`src/rtl/apb_req_arbiter.sv`:
```
// Round-robin arbiter in front of a single apb_master command port.
// Optional macro ARB_LOCK_EN adds i_lock to hold the rotation on a requester.
module apb_req_arbiter #(
  parameter int NREQ = 4,
  parameter int AW   = 32,
  parameter int DW   = 32
) (
  input  logic               i_clk,
  input  logic               i_reset,
  input  logic [NREQ-1:0]    i_req,
  input  logic [NREQ*AW-1:0] i_addr,
  input  logic [NREQ*DW-1:0] i_wdata,
  input  logic [NREQ-1:0]    i_write,
`ifdef ARB_LOCK_EN
  input  logic [NREQ-1:0]    i_lock,
`endif
  output logic [NREQ-1:0]    o_gnt,
  output logic [NREQ-1:0]    o_done,
  output logic [DW-1:0]      o_rdata,
  output logic               o_slverr,
  output logic               o_start,
  output logic [AW-1:0]      o_addr,
  output logic [DW-1:0]      o_wdata,
  output logic               o_write,
  input  logic               i_m_done,
  input  logic [DW-1:0]      i_m_rdata,
  input  logic               i_m_slverr
);

  localparam int IW = (NREQ > 1) ? $clog2(NREQ) : 1;

  typedef enum logic [1:0] {S_IDLE, S_ISSUE, S_WAIT, S_RESP} state_t;

  state_t          r_state;
  state_t          w_state_next;
  logic [IW-1:0]   r_idx;
  logic [IW-1:0]   r_ptr;
  logic [IW-1:0]   w_ptr_next;
  logic [IW-1:0]   w_sel;
  logic [IW-1:0]   w_k;
  logic            w_any;
  logic [NREQ-1:0] w_oh;
  logic [AW-1:0]   r_addr;
  logic [DW-1:0]   r_wdata;
  logic            r_write;
  logic [DW-1:0]   r_rdata;
  logic            r_slverr;

  // Search starts just after the last served requester, so the order is total.
  always_comb begin
    int k;
    k     = 0;
    w_k   = '0;
    w_any = 1'b0;
    w_sel = '0;
    for (int off = 1; off <= NREQ; off++) begin
      k   = (int'(r_ptr) + off) % NREQ;
      w_k = IW'(k);
      if (!w_any && i_req[w_k]) begin
        w_any = 1'b1;
        w_sel = w_k;
      end
    end
  end

  always_comb begin
    w_ptr_next = r_idx;
`ifdef ARB_LOCK_EN
    // Parking the pointer one behind the winner makes it win again next time.
    if (i_lock[r_idx])
      w_ptr_next = (r_idx == '0) ? IW'(NREQ - 1) : r_idx - 1'b1;
`endif
  end

  always_ff @(posedge i_clk) begin
    if (i_reset) r_state <= S_IDLE;
    else         r_state <= w_state_next;
  end

  always_comb begin
    w_state_next = r_state;
    case (r_state)
      S_IDLE:  if (w_any) w_state_next = S_ISSUE;
      S_ISSUE: w_state_next = S_WAIT;
      S_WAIT:  if (i_m_done) w_state_next = S_RESP;
      S_RESP:  w_state_next = S_IDLE;
      default: w_state_next = S_IDLE;
    endcase
  end

  always_ff @(posedge i_clk) begin
    if (i_reset) begin
      r_ptr    <= IW'(NREQ - 1);
      r_idx    <= '0;
      r_addr   <= '0;
      r_wdata  <= '0;
      r_write  <= 1'b0;
      r_rdata  <= '0;
      r_slverr <= 1'b0;
    end else begin
      case (r_state)
        S_IDLE: if (w_any) begin
          r_idx   <= w_sel;
          r_addr  <= i_addr[int'(w_sel)*AW +: AW];
          r_wdata <= i_wdata[int'(w_sel)*DW +: DW];
          r_write <= i_write[w_sel];
        end
        S_WAIT: if (i_m_done) begin
          r_rdata  <= i_m_rdata;
          r_slverr <= i_m_slverr;
        end
        S_RESP:  r_ptr <= w_ptr_next;
        default: ;
      endcase
    end
  end

  always_comb begin
    w_oh        = '0;
    w_oh[r_idx] = 1'b1;
    o_gnt       = (r_state != S_IDLE) ? w_oh : '0;
    o_done      = (r_state == S_RESP) ? w_oh : '0;
    o_start     = (r_state == S_ISSUE);
    o_addr      = r_addr;
    o_wdata     = r_wdata;
    o_write     = r_write;
    o_rdata     = r_rdata;
    o_slverr    = r_slverr;
  end

endmodule

```
`config.mk`:
```
export PLATFORM = sky130hd
export DESIGN_NAME = apb_req_arbiter
export DESIGN_NICKNAME = d
export VERILOG_FILES = /design/src/rtl/apb_req_arbiter.sv
export SDC_FILE = /design/constraint.sdc
export NUM_CORES = 1
export LEC_CHECK = 0
export BUFFER_PORTS_ARGS = -buffer_cell sky130_fd_sc_hd__buf_4
export CAP_MARGIN = 10
export CORE_AREA = 2 2 157 159
export CTS_CLUSTER_SIZE = 25
export DETAILED_ROUTE_END_ITERATION = 7
export DIE_AREA = 0 0 159 161
export HOLD_SLACK_MARGIN = 0.06
export PLACE_DENSITY_LB_ADDON = 0.05
export SLEW_MARGIN = 20
export SYNTH_ARGS = -nofsm -noshare
export SYNTH_HDL_FRONTEND = slang
export SYNTH_SLANG_ARGS = --single-unit
```
`constraint.sdc`:
```
create_clock -name i_clk -period 2.3 [get_ports i_clk]
set_clock_uncertainty 0.2 [all_clocks]
set_input_delay 0.46 -clock i_clk [delete_from_list [all_inputs] [get_ports i_clk]]
set_output_delay 0.46 -clock i_clk [all_outputs]
set_load 0.1 [all_outputs]
```
==> results of run 1 <==
[per-layer routing]
layer,track usage [%],wire [um],up-vias
met5,0,0,-
li1,-,-,2953
met3,5.57,1770,17
met1,19.8,9220,2715
met4,3.64,261,0
met2,31.4,11800,215
[cell usage after synthesis, drive strengths merged]
| master | number |
|---|---|
| a21oi | 38 |
| and3b | 1 |
| and2 | 1 |
| inv | 4 |
| clkbuf | 22 |
| dfxtp | 104 |
| nand3b | 20 |
| buf | 28 |
| nor3b | 4 |
| nor2b | 3 |
| nand2b | 5 |
| nor3 | 4 |
| and3 | 1 |
| nor2 | 10 |
| o221ai | 45 |
| or3 | 1 |
| mux2i | 130 |
| o21ai | 21 |
| nand2 | 117 |
| nor4 | 1 |
| o21a | 1 |
| ha | 4 |
| a211oi | 3 |
| mux2 | 20 |
| a211o | 1 |
[path summary, 6_finish.rpt]
| check | startpoint | to | slack [ns] | cells after the start |
|---|---|---|---|---|
| max | r_state[0] | o_gnt[3] | 0.07 | 5 |
| min | i_m_rdata[3] | o_rdata[3] | 0.14 | 3 |
| max reg2reg | r_ptr[0] | o_wdata[1] | 0.11 | 7 |
| min reg2reg | o_rdata[22] | o_rdata[22] | 0.26 | 2 |
[logic make-up after synthesis]
| logic type | synth area share (%) |
|---|---|
| adder cells (fa/ha/maj) | 0.852 |
| AO/OA/AOI/OAI | 18.1 |
| AND/OR/NAND/NOR | 13.3 |
| flip-flops | 35.4 |
| multiplexers | 26.0 |
| buffers and inverters | 6.32 |
[registers in the layout (all words and copies together) (netlist names)]
| signal | cells |
|---|---|
| o_addr | 32 |
| o_rdata | 32 |
| o_slverr | 1 |
| o_wdata | 32 |
| o_write | 1 |
| r_idx | 2 |
| r_ptr | 2 |
| r_state | 2 |
[layout by cell type (no fill, tap or decap), drive strengths merged]
| cell | netlist | routed |
|---|---|---|
| nor2b | 3 | 3 |
| nor3 | 4 | 4 |
| nand3b | 20 | 20 |
| a211o | 1 | 1 |
| dfxtp | 104 | 104 |
| nor3b | 4 | 4 |
| mux2i | 130 | 130 |
| o21ai | 21 | 21 |
| nand2 | 117 | 117 |
| o221ai | 45 | 45 |
| and2 | 1 | 1 |
| clkbuf | 22 | 9 |
| ha | 4 | 4 |
| nor4 | 1 | 1 |
| a211oi | 3 | 3 |
| clkinv | 0 | 5 |
| o21a | 1 | 1 |
| or3 | 1 | 1 |
| a21oi | 38 | 38 |
| and3 | 1 | 1 |
| and3b | 1 | 1 |
| nor2 | 10 | 10 |
| inv | 4 | 6 |
| buf | 28 | 454 |
| nand2b | 5 | 5 |
| mux2 | 20 | 20 |
[worst reg2reg max path, delay by kind of cell, from the launching register on]
kind                   cells  cell delay, ns
AO/OA/AOI/OAI              3            0.56
buffers and inverters      2            0.43
flip-flops                 1            0.41
multiplexers               1            0.37
AND/OR/NAND/NOR            1            0.15
[cell type report]
class / count / area [um^2]
Inverter: 4 / 15.0
Multi-Input combinational cell: 431 / 3490
Timing Repair Buffer: 454 / 3640
Fill cell: 2429 / 14000
Clock inverter: 7 / 86.3
Sequential cell: 104 / 2080
Clock buffer: 9 / 225
Tap cell: 324 / 405
[per-stage QoR]
step	total power, W	setup WS [ns]
after floorplan	0.00845	-0.291
after global placement	0.0106	-0.0483
after detailed placement	0.0105	-0.0295
after CTS	0.0122	0.00465
after global routing	0.0126	-0.0231
final	0.0121	0.0689
[report_power, final]
part | leakage [nW] | total (W) | switching [W] | internal (W)
Clock | 0.150 | 0.00162 | 0.000836 | 0.000781
Combinational | 3.64 | 0.00782 | 0.00557 | 0.00225
Sequential | 0.854 | 0.00266 | 0.000322 | 0.00234
Total | 4.64 | 0.0121 | 0.00673 | 0.00537
[repair_timing]
item / in CTS / in global routing
hold buffers: 0 / 0
setup endpoints to repair: 6 / 5
resized for setup: 7 / 6
==> results.md, run 1 <==
- Post-synth top area share: 35.4%
- Io pins: 407
- Top post-synthesis cells by area: dfxtp_1 35%, mux2i_1 22%, o221ai_2 10%
- Count of input and output buffers: 406
- Syn_nets: 893
- Critical Path AT: 1.57 ns
- Non-Filler Instances: 1333
- Die height: 161 um
- Core box area: 24000 um^2
- Setup TNS: 0 ns
- Cell Area, Placed: 9580 um^2
- Post-Synthesis Cells: 589
- Worst Path Buf+Inv: 3
- Antenna cells: 0
- Worst-Margin Slew: 0.563 ns
- Clock Sink Count: 104
- Critical Path RT: 1.64 ns
- Initial antenna violation count: 0
- Post-DP HPWL: 18000 um
- Iteration-0 DRC count of the detailed router: 200
- Row cnt: 57
- Crit path capture type: output port
- Clock-pin slew of the registers on the worst-case setup and hold paths: 0.09 ns
- Max-cap viol count: 0
- Hold slack: 0.140 ns
- Syn avg cell area: 9.98 um^2
- Sequential element share of the synthesized area: 35.4%
- Share of cells above drive strength 1: 56.1%
- Yosys warns: 0
- Die W: 159 um
- Skew-Pair Late Insertion Delay: 0.35 ns
- Post-route cell area: 9940 um^2
- CP max FO: 6
- Wirelength per Cell: 17.3 um
- Detail Route Antenna Nets: 0
- Status: complete, no violations
- Gr usage total: 17.2%
- Critical path type: register to output port
- Worst Hold Class: input pin to register
- Area growth syn-to-layout: 69.2%
- Slowest stage cell on the critical path: dfxtp_2
- Worst vdd ir: 0.000765 V
- Num CTS Buffers: 9
- Crit-path cells: inv_1, ha_4, buf_4, and3b_2, buf_12
- DRC: 0
- GP Congestion: 0.769
- Crit-path leading delay family: buffers and inverters
- Largest area contributor in the netlist: dfxtp_1
- Vias: 5900
- Largest net degree at the start of global routing: 36
- Fmax: 0.448 GHz
- Slowest stage delay, CP: 0.36 ns
- Placed cell count: 1317
- RSZ-0062 raised after global routing: yes
- Tcrit/Tclk final: 97.0%
- DRT Wirelength: 23000 um
- GR Overflow Total: 0
- Clock Tree Root: clkbuf_16
- Die area: 25600 um^2
- Clk buf depth: 2
- Post-Route Utilization: 41.5%
- First-pass GRT wire length: 34900 um
- Final net count: 1308
- Vias in the first global route: 6084
- Min cycle time layout: 2.23 ns
- Initial Util: 24.5%
- Pwr Density: 1220 nW/um^2
- H-tree depth: 3
- Hold Vio Cnt, Final: 0
- Final Max Tran Viols: 0
- Cell Area, Synth: 5880 um^2
- Startpoint types: register
- Synth cell types: 34
- Via density: 4.43
- Final setup violation count: 0
- Leakage: 4.64 nW
- Post-CTS repair timing setup buffer count: 0
- DRT Pass-1 Iters: 4
- Max transition margin: 62.5%
- CTS tree: built
- #FFs+latches synth: 104
No activity file was read; power rests on OpenSTA's default activity.
==> inputs of run 2 (changes only) <==
clock period = 2.4 ns   (was 2.3 ns; I/O delays follow)
==> results.md, run 2 (synthesis results as in run 1) <==
- DRT Pass-1 Iters: 4 (unchanged)
- Wirelength per Cell: 17.0 um (was 17.3 um)
- Tot Pwr: 0.0114 W (was 0.0121 W)
- Worst Hold Class: input pin to register (unchanged)
- Cell Area, Placed: 9480 um^2 (was 9580 um^2)
- Vias in the first global route: 5978 (was 6084)
- Non-Filler Instances: 1324 (was 1333)
- Core box area: 24000 um^2 (unchanged)
- Share of cells above drive strength 1: 55.4% (was 56.1%)
- Tcrit/Tclk final: 94.2%
- Setup TNS: 0 ns (unchanged)
- Worst vdd ir: 0.000595 V (was 0.000765 V)
- Initial Util: 24.5% (unchanged)
- H-tree depth: 3 (unchanged)
- Final net count: 1299 (was 1308)
- Placed cell count: 1308 (was 1317)
- Initial antenna violation count: 0 (unchanged)
- Num CTS Buffers: 9 (unchanged)
- Clk buf depth: 2 (unchanged)
- DRC: 0 (unchanged)
- Critical R2R Capture: o_addr[9] (was o_wdata[1])
- Critical Path RT: 1.72 ns (was 1.64 ns)
- Pwr Density: 1170 nW/um^2 (was 1220 nW/um^2)
- Hold Vio Cnt, Final: 0 (unchanged)
- Hold Path Depth: 3 (unchanged)
- Max-cap viol count: 0 (unchanged)
- RSZ-0062 raised after global routing: no (was yes)
- Die W: 159 um (unchanged)
- Critical path type: register to output port (unchanged)
- Skew-Pair Late Insertion Delay: 0.35 ns (about the same)
- Gr usage total: 16.9% (was 17.2%)
- Critical path endpoint: o_done[1] (was o_gnt[3])
- Min cycle time layout: 2.26 ns
- First-pass GRT wire length: 34200 um (was 34900 um)
- Final setup violation count: 0 (unchanged)
- Critical Path AT: 1.58 ns (was 1.57 ns)
- Startpoint types: register (unchanged)
- Clock Sink Count: 104 (unchanged)
- Leakage: 4.58 nW (was 4.64 nW)
- Die area: 25600 um^2 (unchanged)
- Post-route cell area: 9800 um^2 (was 9940 um^2)
- GR Overflow Total: 0 (unchanged)
- CP max FO: 5 (was 6)
- Post-DP HPWL: 17700 um (was 18000 um)
- Detail Route Antenna Nets: 0 (unchanged)
- Die height: 161 um (unchanged)
- Status: complete, no violations (unchanged)
- Hold_buf cts: 0 (unchanged)
- R2r startpoint: r_ptr[0] (unchanged)
- Crit path capture type: output port (unchanged)
- GP Congestion: 0.762 (was 0.769)
- Count of input and output buffers: 406 (unchanged)
- Post-CTS repair timing setup buffer count: 0 (unchanged)
- Vias: 5851 (was 5900)
- Flop-to-flop setup slack: 0.21 ns (was 0.11 ns)
- Clock-pin slew of the registers on the worst-case setup and hold paths: 0.08 ns (was 0.09 ns)
- Iteration-0 DRC count of the detailed router: 206 (was 200)
- Commonest non-fill, non-tap cells in the layout: 427 x buf_4, 130 x mux2i_1, 116 x nand2_1 (was 433 x buf_4, 130 x mux2i_1, 116 x nand2_1)
- Largest net degree at the start of global routing: 46 (was 36)
- Fmax: 0.443 GHz
- Most common cell after layout, fill and taps aside: buf_4 (unchanged)
- Area growth syn-to-layout: 66.7% (was 69.2%)
- Row cnt: 57 (unchanged)
- DRT Wirelength: 22500 um (was 23000 um)
- Layout filler cell count: 2460 (was 2429)
- Clock Tree Root: clkbuf_16 (unchanged)
- Worst reg-to-reg path cell count: 8 (was 7)
- Worst-Margin Slew: 0.478 ns (was 0.563 ns)
- Antenna cells: 0 (unchanged)
- Io pins: 407 (unchanged)
- CTS tree: built (unchanged)
- Final Max Tran Viols: 0 (unchanged)
- Max transition margin: 68.1% (was 62.5%)
- Via density: 4.42 (was 4.43)
- Critical path origin: r_state[0] (unchanged)
## run 2: cell count changes in the layout (fill, tap and decap cells not counted), sizes merged
cell / before / now
clkinv: 5 / 4
buf: 454 / 445
inv: 6 / 7
## run 2: critical path: stages (launching register included)
cell     delay, ns
dfxtp_1       0.39
ha_1          0.26
inv_1         0.13
nor3b_4       0.19
buf_6         0.25
## run 2: cell type report
class                           instances  area, um^2  share of cell area [%]
Clock buffer                            9         225                    2.30
Multi-Input combinational cell        431        3480                    35.5
Clock inverter                          7        73.8                   0.753
Sequential cell                       104        2080                    21.2
Inverter                                4        15.0                   0.153
Timing Repair Buffer                  445        3520                    35.9
Tap cell                              324         405                    4.14
## run 2: per-stage QoR
stage | hold slack [ns] | util (%) | worst slack (ns)
2_1_floorplan | 0.307 | - | -0.211
3_3_place_gp | 0.245 | 39.6 | 0.0460
3_5_place_dp | 0.248 | 39.6 | 0.0191
4_1_cts | 0.142 | 40.8 | 0.00796
5_1_grt | 0.146 | 40.9 | 0.0132
6_report | 0.157 | 40.9 | 0.140
## run 2: worst min-delay path by stage
stage	from	endpoint	slack, ns
6_report	i_m_rdata[1]	o_rdata[1]	0.16
4_1_cts	i_m_rdata[1]	o_rdata[1]	0.14
2_1_floorplan	r_state[0]	r_state[0]	0.31
5_1_grt	i_m_rdata[6]	o_rdata[6]	0.15
3_3_place_gp	o_rdata[4]	o_rdata[4]	0.24
3_5_place_dp	o_rdata[26]	o_rdata[26]	0.25
## run 2: per-layer routing
| layer | vias to the layer above | GRT usage (%) | share of wire [%] |
|---|---|---|---|
| met4 | 0 | 3.93 | 1.2 |
| li1 | 2930 | - | - |
| met2 | 220 | 30.6 | 51 |
| met5 | - | 0 | 0 |
| met1 | 2686 | 19.4 | 39 |
| met3 | 15 | 5.68 | 7.9 |
## run 2: repair_timing
item / 4_1_cts / 5_1_grt
setup endpoints to repair: 2 / 6
gates resized for setup: 2 / 4
pin swaps: 0 / 0
cloned: 0 / 0
## run 2: power by group
part           leakage (nW)  internal, W  total, W  switching, W
combinational          3.58      0.00206   0.00736       0.00530
clock                 0.147     0.000739   0.00152      0.000782
sequential            0.853      0.00223   0.00254      0.000310
total                  4.58      0.00503    0.0114       0.00639
==> inputs of run 3 (changes only) <==
CTS_BUF_LIST = sky130_fd_sc_hd__clkbuf_2   (was not set)
==> results.md, run 3 <==
- Status: aborted with a tool error (was complete, no violations)
- Stop stage: 4_1_cts
- Error msg: [ERROR RSZ-0060] Max buffer count reached.
- Post-CTS sizing: 33 (was 2)
- Top post-synthesis cells by area: dfxtp_1 35%, mux2i_1 22%, o221ai_2 10% (unchanged)
- Hold_buf cts: 267 (was 0)
- Post-synth EDFFs: 0 (unchanged)
- Asr flop ratio synth: 0% (unchanged)
- #FFs+latches synth: 104 (unchanged)
- Most numerous cell in the Yosys netlist: mux2i_1 (unchanged)
- Syn avg cell area: 9.98 um^2 (unchanged)
- Post-CTS repair timing setup buffer count: 6 (was 0)
- GP Congestion: 0.762 (unchanged)
- Yosys warns: 0 (unchanged)
- Cell Area, Synth: 5880 um^2 (unchanged)
- Clk buf depth: 2 (unchanged)
- Num CTS Buffers: 9 (unchanged)
- Synth cell types: 34 (unchanged)
- Die height: 161 um (unchanged)
- Pre-CTS setup slack: 0.0191 ns (unchanged)
- Clock Tree Root: clkbuf_2 (was clkbuf_16)
- Initial Util: 24.5% (unchanged)
- Count of input and output buffers: 406 (unchanged)
- Io pins: 407 (unchanged)
- Synth cell count leaders: 130 x mux2i_1, 116 x nand2_1, 104 x dfxtp_1 (unchanged)
- Row cnt: 57 (unchanged)
- Post-synth top area share: 35.4% (unchanged)
- Clock Sink Count: 104 (unchanged)
- Post-DP HPWL: 17700 um (unchanged)
- Post-Synthesis Cells: 589 (unchanged)
- H-tree depth: 3 (unchanged)
- Synth Flop Type: dfxtp_1 (unchanged)
- Sequential element share of the synthesized area: 35.4% (unchanged)
- Die W: 159 um (unchanged)
- Syn_nets: 893 (unchanged)
- Largest area contributor in the netlist: dfxtp_1 (unchanged)
run 3: cell counts after synthesis:
Identical to the previous run, type by type.
run 3: logic make-up after synthesis:
family | after synthesis | synth area share [%]
simple gates | 168 | 13.3
mux | 150 | 26.0
compound gates | 109 | 18.1
flops | 104 | 35.4
buf+inv | 54 | 6.32
fa+ha+maj | 4 | 0.852
run 3: metrics by stage:
step / utilization [%] / area [um^2] / instances
after floorplan: - / 5910 / 589
after global placement: 39.6 / 9480 / 1308
after detailed placement: 39.6 / 9480 / 1308
==> inputs of run 4 (changes only) <==
CORE_AREA = not set   (was 2 2 157 159)
CORE_MARGIN = 2   (was not set)
CORE_UTILIZATION = 25   (was not set)
CTS_BUF_LIST = not set   (was sky130_fd_sc_hd__clkbuf_2)
CTS_CLUSTER_SIZE = not set   (was 25)
DIE_AREA = not set   (was 0 0 159 161)
HOLD_SLACK_MARGIN = not set   (was 0.06)
PLACE_DENSITY_LB_ADDON = 0.15   (was 0.05)
==> results.md, run 4 (synthesis results as in run 1) <==
- Detail Route Antenna Nets: 0
- Pwr Density: 1170 nW/um^2
- Comb pwr share: 64.2%
- Critical path type: register to output port
- Vias: 5828
- Clock network power share: 13.4%
- Critical Path AT: 1.63 ns
- Critical path origin: r_state[0]
- Critical Path RT: 1.72 ns
- Most common cell after layout, fill and taps aside: buf_4
- Startpoint types: register
- Clk buf depth: 2 (unchanged)
- Sequential Power Share: 22.4%
- R2r startpoint: r_ptr[0]
- DRT Pass-1 Iters: 4
- Skew-Pair Late Insertion Delay: 0.36 ns
- First-pass GRT wire length: 32700 um
- Io pins: 407 (unchanged)
- P_sw: 0.00639 W
- Num CTS Buffers: 9 (unchanged)
- Multi-input logic area: 3470 um^2
- Tot Pwr: 0.0114 W
- H-tree depth: 3 (unchanged)
- Worst vdd ir: 0.000469 V
- Worst Hold Class: input pin to register
- Row cnt: 56 (was 57)
- Post-DP HPWL: 17200 um (was 17700 um)
- Die W: 157 um (was 159 um)
- Tcrit/Tclk final: 96.2%
- Switching share of total power: 56.0%
- Crit path capture type: output port
- DRC: 0
- Die area: 24700 um^2
- Clock Tree Root: clkbuf_16 (was clkbuf_2)
- Worst-Margin Slew: 0.598 ns
- Leakage: 4.56 nW
- Vias in the first global route: 5911
- Commonest non-fill, non-tap cells in the layout: 421 x buf_4, 130 x mux2i_1, 116 x nand2_1
- Count of input and output buffers: 406 (unchanged)
- CTS tree: built
- CP max FO: 6
- Final Max Tran Viols: 0
- Min cycle time layout: 2.31 ns
- Area growth syn-to-layout: 66.1%
- Core box area: 23300 um^2
- Hold slack: 0.150 ns
- Final setup violation count: 0
- Post-Route Utilization: 42.0%
- Max-cap viol count: 0
- Setup WS post-layout: 0.0909 ns
- DRT Wirelength: 22100 um
- Clock Sink Count: 104 (unchanged)
- Initial Util: 25.3% (was 24.5%)
- Final net count: 1293
- Hold_buf cts: 0 (was 267)
- Initial antenna violation count: 0
- Share of cells above drive strength 1: 55.2%
- Die height: 157 um (was 161 um)
- Antenna cells: 0
- GP Congestion: 0.815 (was 0.762)
- Wirelength per Cell: 16.8 um
- Gr usage total: 17.0%
- Via density: 4.44
- P_int: 0.00503 W
- Storage cell area: 2080 um^2
- Iteration-0 DRC count of the detailed router: 251
- RSZ-0062 raised after global routing: no
- Post-CTS repair timing setup buffer count: 0 (was 6)
- Fmax: 0.433 GHz
- Layout filler cell count: 2317
- Pre-CTS setup slack: 0.0824 ns (was 0.0191 ns)
- Hold Vio Cnt, Final: 0
- Largest net degree at the start of global routing: 58
- Status: complete, no violations (was aborted with a tool error)
- Clock-pin slew of the registers on the worst-case setup and hold paths: 0.09 ns
- GR Overflow Total: 0
- Hold Crit Start: i_reset
- Max transition margin: 60.1%
[run 4: power by group through the flow]
stage	Sequential, W	Clock [W]	Combinational (W)
after floorplan	0.00591	0	0.00219
after global placement	0.00259	0	0.00738
after CTS	0.00256	0.00160	0.00739
after detailed placement	0.00259	0	0.00737
final	0.00256	0.00153	0.00733
after global routing	0.00263	0.00167	0.00763
[run 4: worst max-delay path, stage by stage, from the launching register on]
cell     delay (ns)
dfxtp_2        0.36
inv_1          0.06
ha_1           0.24
buf_4          0.18
nor3b_2        0.19
buf_6          0.25
[run 4: area by class of cell]
type	instances	share of cell area [%]
timing repair buffer	439	35.8
sequential	104	21.3
clock buffer	9	2.31
inverter	4	0.154
clock inverter	7	0.743
tap	319	4.09
multi-input combinational	431	35.6
[run 4: per-layer routing]
layer,track usage (%),vias to the layer above,wire [um]
met1,20.6,2654,8880
met4,5.15,0,346
met2,29.3,217,11100
met3,4.79,21,1770
met5,0,-,0
li1,-,2936,-
[run 4: metrics by stage]
| step | setup TNS (ns) | cell area [um^2] | cells |
|---|---|---|---|
| finish | 0 | 9760 | 1313 |
| global route | 0 | 9760 | 1313 |
| CTS | 0 | 9750 | 1313 |
| detailed placement | 0 | 9440 | 1297 |
| global placement | 0 | 9440 | 1297 |
| floorplan | -0.750 | 5910 | 589 |
[run 4: timing repair]
item / CTS / global route
endpoints found under the setup margin: 3 / 6
cloned: 0 / 0
endpoints found under the hold margin: 0 / 0
resized for setup: 3 / 5
[run 4: path summary, 6_finish.rpt]
| kind | to | slack (ns) | cells after the start |
|---|---|---|---|
| max | o_gnt[2] | 0.09 | 5 |
| min | r_idx[1] | 0.15 | 2 |
| max reg2reg | o_wdata[23] | 0.28 | 7 |
| min reg2reg | o_rdata[31] | 0.26 | 2 |
